## config.mk

```make
export PLATFORM = sky130hd
export DESIGN_NAME = dmem_arbiter
export DESIGN_NICKNAME = d
export VERILOG_FILES = /design/src/rtl/dmem_arbiter.sv
export SDC_FILE = /design/constraint.sdc
export NUM_CORES = 1
export LEC_CHECK = 0
export BUFFER_PORTS_ARGS = -buffer_cell sky130_fd_sc_hd__buf_2
export CORE_AREA = 2 2 116 118
export CTS_BUF_LIST = sky130_fd_sc_hd__clkbuf_4 sky130_fd_sc_hd__clkbuf_8
export CTS_CLUSTER_SIZE = 14
export DETAILED_ROUTE_END_ITERATION = 8
export DIE_AREA = 0 0 118 120
export PLACE_DENSITY_LB_ADDON = 0.1
export SLEW_MARGIN = 20
export SYNTH_ARGS = -nofsm -noshare
export SYNTH_HDL_FRONTEND = slang
export SYNTH_SLANG_ARGS = --single-unit
```

## constraint.sdc

```tcl
create_clock -name clk -period 2.7 [get_ports clk]
set_input_delay 0.54 -clock clk [delete_from_list [all_inputs] [get_ports clk]]
set_output_delay 0.54 -clock clk [all_outputs]
set_load 0.05 [all_outputs]
```

## src/rtl/dmem_arbiter.sv

```systemverilog
// dmem_arbiter
// Shares the single-port, word-addressed data memory between two requesters.
// Port 0 is the CPU MEM stage and port 1 is the program loader / debug DMA.
// Each accepted request runs through the same fixed sequence:
//   IDLE   -> pick a winner and latch its request
//   ACCESS -> drive the memory for exactly one cycle
//   RESP   -> pulse the winner's ack with its read data and error flag
// After reset the CPU wins the first contention. Later contentions alternate.
//
// Optional feature (macro DMEM_ARB_LOCK_EN):
//   Adds the input lock1. A port-1 grant taken with lock1 high keeps port 1
//   granted in the following IDLE cycles for as long as req1 and lock1 stay
//   high. This gives the loader atomic bursts.
//
// Ports:
//   clk, reset_n                  clock, asynchronous active-low reset
//   req0/we0/addr0/wdata0         CPU request (word index, write data)
//   ack0/rdata0/err0              CPU completion pulse, read data, range error
//   req1/we1/addr1/wdata1         DMA request
//   lock1                         DMA burst lock (only with DMEM_ARB_LOCK_EN)
//   ack1/rdata1/err1              DMA completion pulse, read data, range error
//   mem_address/mem_write_data    memory address / write data (registered)
//   mem_read/mem_write            memory strobes (registered, ACCESS only)
//   mem_read_data                 combinational memory read data
//   busy                          high whenever the sequencer is not in IDLE
module dmem_arbiter #(
    parameter int unsigned MEM_SIZE     = 256,
    parameter int unsigned MEM_SIZE_BIT = 8
) (
    input  logic        clk,
    input  logic        reset_n,
    input  logic        req0,
    input  logic        we0,
    input  logic [31:0] addr0,
    input  logic [31:0] wdata0,
    output logic        ack0,
    output logic [31:0] rdata0,
    output logic        err0,
    input  logic        req1,
    input  logic        we1,
    input  logic [31:0] addr1,
    input  logic [31:0] wdata1,
`ifdef DMEM_ARB_LOCK_EN
    input  logic        lock1,
`endif
    output logic        ack1,
    output logic [31:0] rdata1,
    output logic        err1,
    output logic [31:0] mem_address,
    output logic [31:0] mem_write_data,
    output logic        mem_read,
    output logic        mem_write,
    input  logic [31:0] mem_read_data,
    output logic        busy
);

    localparam int unsigned DW = 32;

    typedef enum logic [1:0] {
        IDLE   = 2'd0,
        ACCESS = 2'd1,
        RESP   = 2'd2
    } state_t;

    state_t state_q, state_d;

    // Transaction context latched in IDLE on a grant
    logic sel_q;        // winning port
    logic we_q;         // write (1) / read (0)
    logic oor_q;        // address was outside the memory
    logic last_grant_q; // port granted most recently

    // Arbitration decision for the current IDLE cycle
    logic grant_c;
    logic gsel_c;
    logic lock_hold_c;

    // Request fields of the port that wins this cycle
    logic          sel_we_c;
    logic [DW-1:0] sel_addr_c;
    logic [DW-1:0] sel_wdata_c;
    logic          in_range_c;
    logic [DW-1:0] cap_c;

    // Next values of the registered outputs
    logic          ack0_d, ack1_d, err0_d, err1_d, busy_d;
    logic [DW-1:0] rdata0_d, rdata1_d;
    logic [DW-1:0] mem_address_d, mem_write_data_d;
    logic          mem_read_d, mem_write_d;

`ifdef DMEM_ARB_LOCK_EN
    logic lock_q;

    // Port 1 keeps the bus while its locked burst continues
    assign lock_hold_c = lock_q && req1 && lock1;

    // Lock is taken by a locked port-1 grant and re-evaluated on every IDLE cycle
    always_ff @(posedge clk or negedge reset_n) begin
        if (!reset_n) begin
            lock_q <= 1'b0;
        end else if (state_q == IDLE) begin
            lock_q <= grant_c && gsel_c && lock1;
        end
    end
`else
    assign lock_hold_c = 1'b0;
`endif

    // Fields of the port that wins in this cycle
    assign sel_we_c    = gsel_c ? we1    : we0;
    assign sel_addr_c  = gsel_c ? addr1  : addr0;
    assign sel_wdata_c = gsel_c ? wdata1 : wdata0;
    assign in_range_c  = sel_addr_c < DW'(MEM_SIZE);

    // Read data as returned to the requester: writes and errors return zero
    assign cap_c = (we_q || oor_q) ? '0 : mem_read_data;

    // State register
    always_ff @(posedge clk or negedge reset_n) begin
        if (!reset_n) begin
            state_q <= IDLE;
        end else begin
            state_q <= state_d;
        end
    end

    // Next-state logic and arbitration
    always_comb begin
        state_d = state_q;
        grant_c = 1'b0;
        gsel_c  = 1'b0;
        case (state_q)
            IDLE: begin
                if (lock_hold_c) begin
                    grant_c = 1'b1;
                    gsel_c  = 1'b1;
                end else if (req0 && req1) begin
                    // Round-robin: the port that did not win last time wins now
                    grant_c = 1'b1;
                    gsel_c  = ~last_grant_q;
                end else if (req0) begin
                    grant_c = 1'b1;
                    gsel_c  = 1'b0;
                end else if (req1) begin
                    grant_c = 1'b1;
                    gsel_c  = 1'b1;
                end
                if (grant_c) begin
                    state_d = ACCESS;
                end
            end
            ACCESS:  state_d = RESP;
            RESP:    state_d = IDLE;
            default: state_d = IDLE;
        endcase
    end

    // Output logic: next values of the registered outputs
    always_comb begin
        mem_address_d    = '0;
        mem_write_data_d = '0;
        mem_read_d       = 1'b0;
        mem_write_d      = 1'b0;
        ack0_d           = 1'b0;
        ack1_d           = 1'b0;
        err0_d           = 1'b0;
        err1_d           = 1'b0;
        rdata0_d         = rdata0;
        rdata1_d         = rdata1;
        busy_d           = (state_d != IDLE);
        case (state_q)
            IDLE: begin
                // Memory strobes are set up so they are live only during ACCESS
                if (grant_c && in_range_c) begin
                    mem_address_d    = DW'(sel_addr_c[MEM_SIZE_BIT-1:0]);
                    mem_write_data_d = sel_wdata_c;
                    mem_read_d       = ~sel_we_c;
                    mem_write_d      = sel_we_c;
                end
            end
            ACCESS: begin
                // Memory data is captured on the edge that ends ACCESS
                if (sel_q) begin
                    ack1_d   = 1'b1;
                    err1_d   = oor_q;
                    rdata1_d = cap_c;
                end else begin
                    ack0_d   = 1'b1;
                    err0_d   = oor_q;
                    rdata0_d = cap_c;
                end
            end
            default: ;
        endcase
    end

    // Transaction context and round-robin pointer
    always_ff @(posedge clk or negedge reset_n) begin
        if (!reset_n) begin
            sel_q        <= 1'b0;
            we_q         <= 1'b0;
            oor_q        <= 1'b0;
            last_grant_q <= 1'b1;
        end else if (state_q == IDLE && grant_c) begin
            sel_q        <= gsel_c;
            we_q         <= sel_we_c;
            oor_q        <= ~in_range_c;
            last_grant_q <= gsel_c;
        end
    end

    // Registered outputs; reset drops the memory strobes immediately
    always_ff @(posedge clk or negedge reset_n) begin
        if (!reset_n) begin
            ack0           <= 1'b0;
            ack1           <= 1'b0;
            err0           <= 1'b0;
            err1           <= 1'b0;
            rdata0         <= '0;
            rdata1         <= '0;
            mem_address    <= '0;
            mem_write_data <= '0;
            mem_read       <= 1'b0;
            mem_write      <= 1'b0;
            busy           <= 1'b0;
        end else begin
            ack0           <= ack0_d;
            ack1           <= ack1_d;
            err0           <= err0_d;
            err1           <= err1_d;
            rdata0         <= rdata0_d;
            rdata1         <= rdata1_d;
            mem_address    <= mem_address_d;
            mem_write_data <= mem_write_data_d;
            mem_read       <= mem_read_d;
            mem_write      <= mem_write_d;
            busy           <= busy_d;
        end
    end

endmodule

```

# [Word level (Yosys, flattened, before mapping)]
# Index checks and enable logic that the tools add are counted.
[op_classes] order_cmp=1 eq_ne=1 n_mux=30 bitwise=4 n_reduce_logical=8
[op_table] cell="32-bit two-way mux" n=5
[op_table] cell="32-bit by 9-bit < comparator with 1-bit output (second input constant)" n=1
[op_table] cell="1-bit two-way mux" n=21
[op_table] cell="8-bit two-way mux" n=2
[op_table] cell="1-bit inverter" n=4
[op_table] cell="2-bit one-hot mux with 2 select lines" n=1
[op_table] cell="2-bit AND reduction" n=2
[op_table] cell="1-bit logical AND" n=3
[op_table] cell="2-bit by 1-bit == test with 1-bit output (second input constant)" n=1
[op_table] cell="2-bit logical NOT" n=1
[op_table] cell="2-bit two-way mux" n=1
[op_table] cell="2-bit nonzero test" n=1
[op_table] cell="1-bit logical OR" n=1
[totals] ff_bits=141 inputBits=166 out_inout_bits=135 wordCells=60

# [Depth between registers and ports, before layout]
[logic_depth] word_depth=9 mapped_depth=7 ltp_nobuf=5

# [Least setup slack after synthesis]
# Ideal clock, no wire load.
[synth_timing] path_kind="input -> register" from="input port addr0[30]" to="register oor_q" setup_ns=0.125 arrival_time_ns=1.626 required_ns=2.575 path_slack_ns=0.950 stages=5 cell_sequence="nor4_2 > nand4_1 > o32a_1 > buf_6 > mux2_2"
[synth_between] elab_chain_cells=3
[synth_lines] element="start: declaration" line_no="34" text="input logic [31:0] addr0,"
[synth_lines] element="32-bit two-way mux" line_no="111" text="assign sel_addr_c = gsel_c ? addr1 : addr0;"
[synth_lines] element="32-bit by 9-bit < comparator with 1-bit output" line_no="113" text="assign in_range_c = sel_addr_c < DW'(MEM_SIZE);"
[synth_lines] element="1-bit inverter" line_no="207" text="oor_q <= ~in_range_c;"
[synth_lines] element="end signal: assignment" line_no="207"
[synth_lines] element="end: declaration" line_no="70" text="logic oor_q;"
# No other way between the ends.
# A chain may end at the register's enable or synchronous reset.

# [Final worst setup path]
[layout_timing] from="register state_q[1]" to="register mem_address[2]"
[layout_between] elab_chain_cells=7 word_cells_on_any_way=8 cone_classes="1 x order compare; 5 x mux; 2 x reduce/logical"
[layout_lines] element="start: declaration" line_no="65" text="state_t state_q, state_d;"
[layout_lines] element="start signal: assignment" line_no="123" text="state_q <= state_d;"
[layout_lines] element="2-bit logical NOT (*)" line_no="132, 171"
[layout_lines] element="1-bit two-way mux" line_no="132" text="case (state_q)"
[layout_lines] element="32-bit two-way mux" line_no="111"
[layout_lines] element="32-bit by 9-bit < comparator with 1-bit output" line_no="113"
[layout_lines] element="1-bit logical AND" line_no="174" text="if (grant_c && in_range_c) begin"
[layout_lines] element="8-bit two-way mux" line_no="174"
[layout_lines] element="8-bit two-way mux (*)" line_no="171" text="case (state_q)"
[layout_lines] element="named net mem_address_d[2]" line_no="88" text="logic [DW-1:0] mem_address_d, mem_write_data_d;"
[layout_lines] element="end signal: assignment" line_no="233" text="mem_address <= mem_address_d;"
[layout_lines] element="end: declaration" line_no="49" text="output logic [31:0] mem_address,"
# Mark *: on every way through the listed nets, which the timed path passes. The rest lies on a longest branch.

==> impl_metrics.csv <==
group,metric,value,unit
clock_tree,cts_tree,"built",
global_route,grt_pass1_vias,4319,
logic_synthesis,yosys.area_share.xor_xnor,0,
clock_tree,cts_hold_buffers,0,
layout,final_net_count,899,
layout,final_cell_area,0.00687,mm2
clock_tree,clock_latency,430,ps
worst_setup_path,rr_endpoint,"mem_address[2]$_DFF_PN0_",
pwr,power,4.75,mW
layout,final_cell_mix,"buf_2, dfrtp_1, nand2_1",
logic_synthesis,yosys.area_share.adder,0,
pwr,ir_drop,0.397,mV
placed_design,place.gp.congestion,0.807,
placed_design,placed_cells,890,
drt,antenna_left,0,
sta,max_freq,0.484,GHz
logic_synthesis,avgSynthCellArea,11.0,um2
clock_tree,clockBufferDepth,2,
worst_setup_path,cp.required,2990,ps
logic_synthesis,ys_seq_elements,117,
drt,drt_iter0_markers,191,
clock_tree,post_cts_buffers,0,
placed_design,postPlaceCellArea,0.00651,mm2
drt,dr.pass1.iters,4,
logic_synthesis,synth_top_family_by_area,"simple AND/OR/NAND/NOR gates",
sta,worst_pin_slew,562,ps
worst_setup_path,cpMaxStageDelayCell,"o32a_2",
global_route,grt_overflow,0,
clock_tree,h-tree-depth,4,
logic_synthesis,ys_seq_area_frac,0.579,
sta,fin_ws,634,ps
logic_synthesis,synth_top_area_share,0.574,
logic_synthesis,synth_compound_area_frac,0.0740,
pwr,powerDensity,692,mW/mm2
floorplanning,coreArea,0.0130,mm2
sta,min_period_over_period,0.765,
floorplanning,die_h,120,um
floorplanning,dieWidth,118,um
worst_setup_path,endpoint,"mem_address[2]$_DFF_PN0_",
sta,fin_setup_tns,0,ps
floorplanning,start_util,0.390,
global_route,track_usage,0.208,
clock_tree,post_cts_resized,0,
worst_setup_path,reg2reg_setup_slack,630,ps
worst_setup_path,path_cells,"nor2_1 -> and2_1 -> o32a_2 -> buf_4 -> nor3_2",
worst_setup_path,path_depth,5,
outcome,status,"finished, final reports clean",
sta,maxSlewViolCount,0,
logic_synthesis,syn_inst,458,
clock_tree,cts_buffers,17,
sta,rsz0062_at_grt,"false",
layout,post-route-util,0.529,
layout,num_antenna_cells,0,
clock_tree,cts.reportedPaths.clkPinSlew,70,ps
job,cap_violations,0,
global_route,grt_pass1_wl,22300,um
worst_setup_path,crit_path_start,"state_q[1]$_DFF_PN0_",
sta,relSlewSlack,0.624,
sta,setup_viol,0,
logic_synthesis,synth_area_leaders,"dfrtp_1, nor3_2, nand2_1, mux2i_1, o21ai_0",
clock_tree,clockRootBuffer,"clkbuf_8",
logic_synthesis,synth_mux_area_frac,0.0774,
floorplanning,die_area,0.0142,mm2
worst_setup_path,startpoint_type,"register",
worst_setup_path,critPathBufInv,1,
drt,drc_errors,0,
layout,final_cell_count_no_fill,922,
logic_synthesis,synthArstFlopShare,1.00,
hold_path,hp-class,"in2async",
pwr,p_leak,3.79,nW
placed_design,pre_cts_slack,485,ps
sta,fin_crit,2070,ps
worst_setup_path,ff2ff_path_depth,5,
sta,hold_violations,0,
global_route,antenna_found_initial,1,
logic_synthesis,yosys.area.top_type,"dfrtp_1",
global_route,grt_max_degree,52,
logic_synthesis,synth.cell_area,0.00506,mm2
clock_tree,cts.sinks,117,
placed_design,dp_hpwl,10900,um
floorplanning,rows,42,
logic_synthesis,yosys.area_share.simple,0.191,
placed_design,io_buffer_count,276,
logic_synthesis,synth-main-ff-cell,"dfrtp_1",
logic_synthesis,yosysWarningCount,0,
floorplanning,ios,301,
drt,wl_per_cell,15.3,um
sta,fin_worst_skew,5.89,ps
layout,area_growth,35.8,%
worst_setup_path,max_stage_delay,470,ps
worst_setup_path,crit_path_end_kind,"register",
drt,vias_per_cell,4.58,
worst_setup_path,regToRegStartpoint,"state_q[1]$_DFF_PN0_",
worst_setup_path,worstPathArrival,2360,ps
logic_synthesis,synth-edff-count,0,
worst_setup_path,crit_type,"reg2reg",
drt,dr_total_vias,4220,
worst_setup_path,path_delay_family,"simple AND/OR/NAND/NOR gates",
layout,drive_above_1_share,0.500,
drt,routed_wl,14100,um
layout,final_common_cell,"buf_2",
worst_setup_path,worst-path-max-fanout,17,
sta,hold_ws,34.6,ps
logic_synthesis,synth_cell_type_count,25,
## kinds of logic (layout without fill, tap and decap cells)
logic type,after synthesis,count (layout)
DFF,117,117
muxes,39,39
AOI/OAI and AO/OA,71,71
buffers and inverters,60,325
other,1,24
and+or+nand+nor,170,170
## layout make-up
cell class              count  area (um2)
fillers                  1222        6110
flip-flops and latches    117        2930
multi-input cells         304        1840
repair buffers            288        1500
clock buffers              18         248
well taps                 176         220
clock inverters            14         113
inverters                   5        18.8
## report_power, final
part | internal [mW] | switching (mW)
Clock | 0.738 | 0.702
Sequential | 1.85 | 0.0539
Combinational | 0.389 | 1.01
Total | 2.98 | 1.77
## per-layer routing
| layer | track usage | part of all wire | up-vias |
|---|---|---|---|
| li1 | - | - | 2053 |
| met1 | 0.235 | 0.38 | 1953 |
| met2 | 0.363 | 0.52 | 188 |
| met3 | 0.0703 | 0.077 | 26 |
| met4 | 0.0836 | 0.021 | 0 |
| met5 | 0 | 0 | - |
## registers in the layout (all words and copies together) (netlist names)
signal	flops
err1	1
last_grant_q	1
ack0	1
mem_read	1
sel_q	1
rdata0	32
oor_q	1
busy	1
err0	1
mem_write	1
ack1	1
mem_address	8
mem_write_data	32
state_q	2
we_q	1
rdata1	32
## synthesized netlist by cell type (2+ instances only)
cell / count
buf_2: 5
nand4_1: 3
buf_12: 4
nand2b_1: 2
dfrtp_1: 116
buf_4: 24
inv_1: 5
nor4_1: 8
mux2i_1: 38
a22oi_1: 3
nor3_1: 2
o21ai_0: 66
nor3_2: 40
nor4_2: 4
nand2_1: 105
clkbuf_1: 21
nor2_1: 4
## how the worst min path moves through the flow
stage | startpoint | cells past startpoint | to | slack [ps]
after floorplan | reset_n | 0 | ack0$_DFF_PN0_ | 240
after global placement | rdata1[28]$_DFFE_PN0P_ | 2 | rdata1[28]$_DFFE_PN0P_ | 460
after detailed placement | rdata1[3]$_DFFE_PN0P_ | 2 | rdata1[3]$_DFFE_PN0P_ | 470
after CTS | reset_n | 1 | ack1$_DFF_PN0_ | 20
after global routing | reset_n | 1 | rdata0[20]$_DFFE_PN0P_ | 40
final | reset_n | 1 | ack1$_DFF_PN0_ | 30
Power figures use the tool's default switching activity.
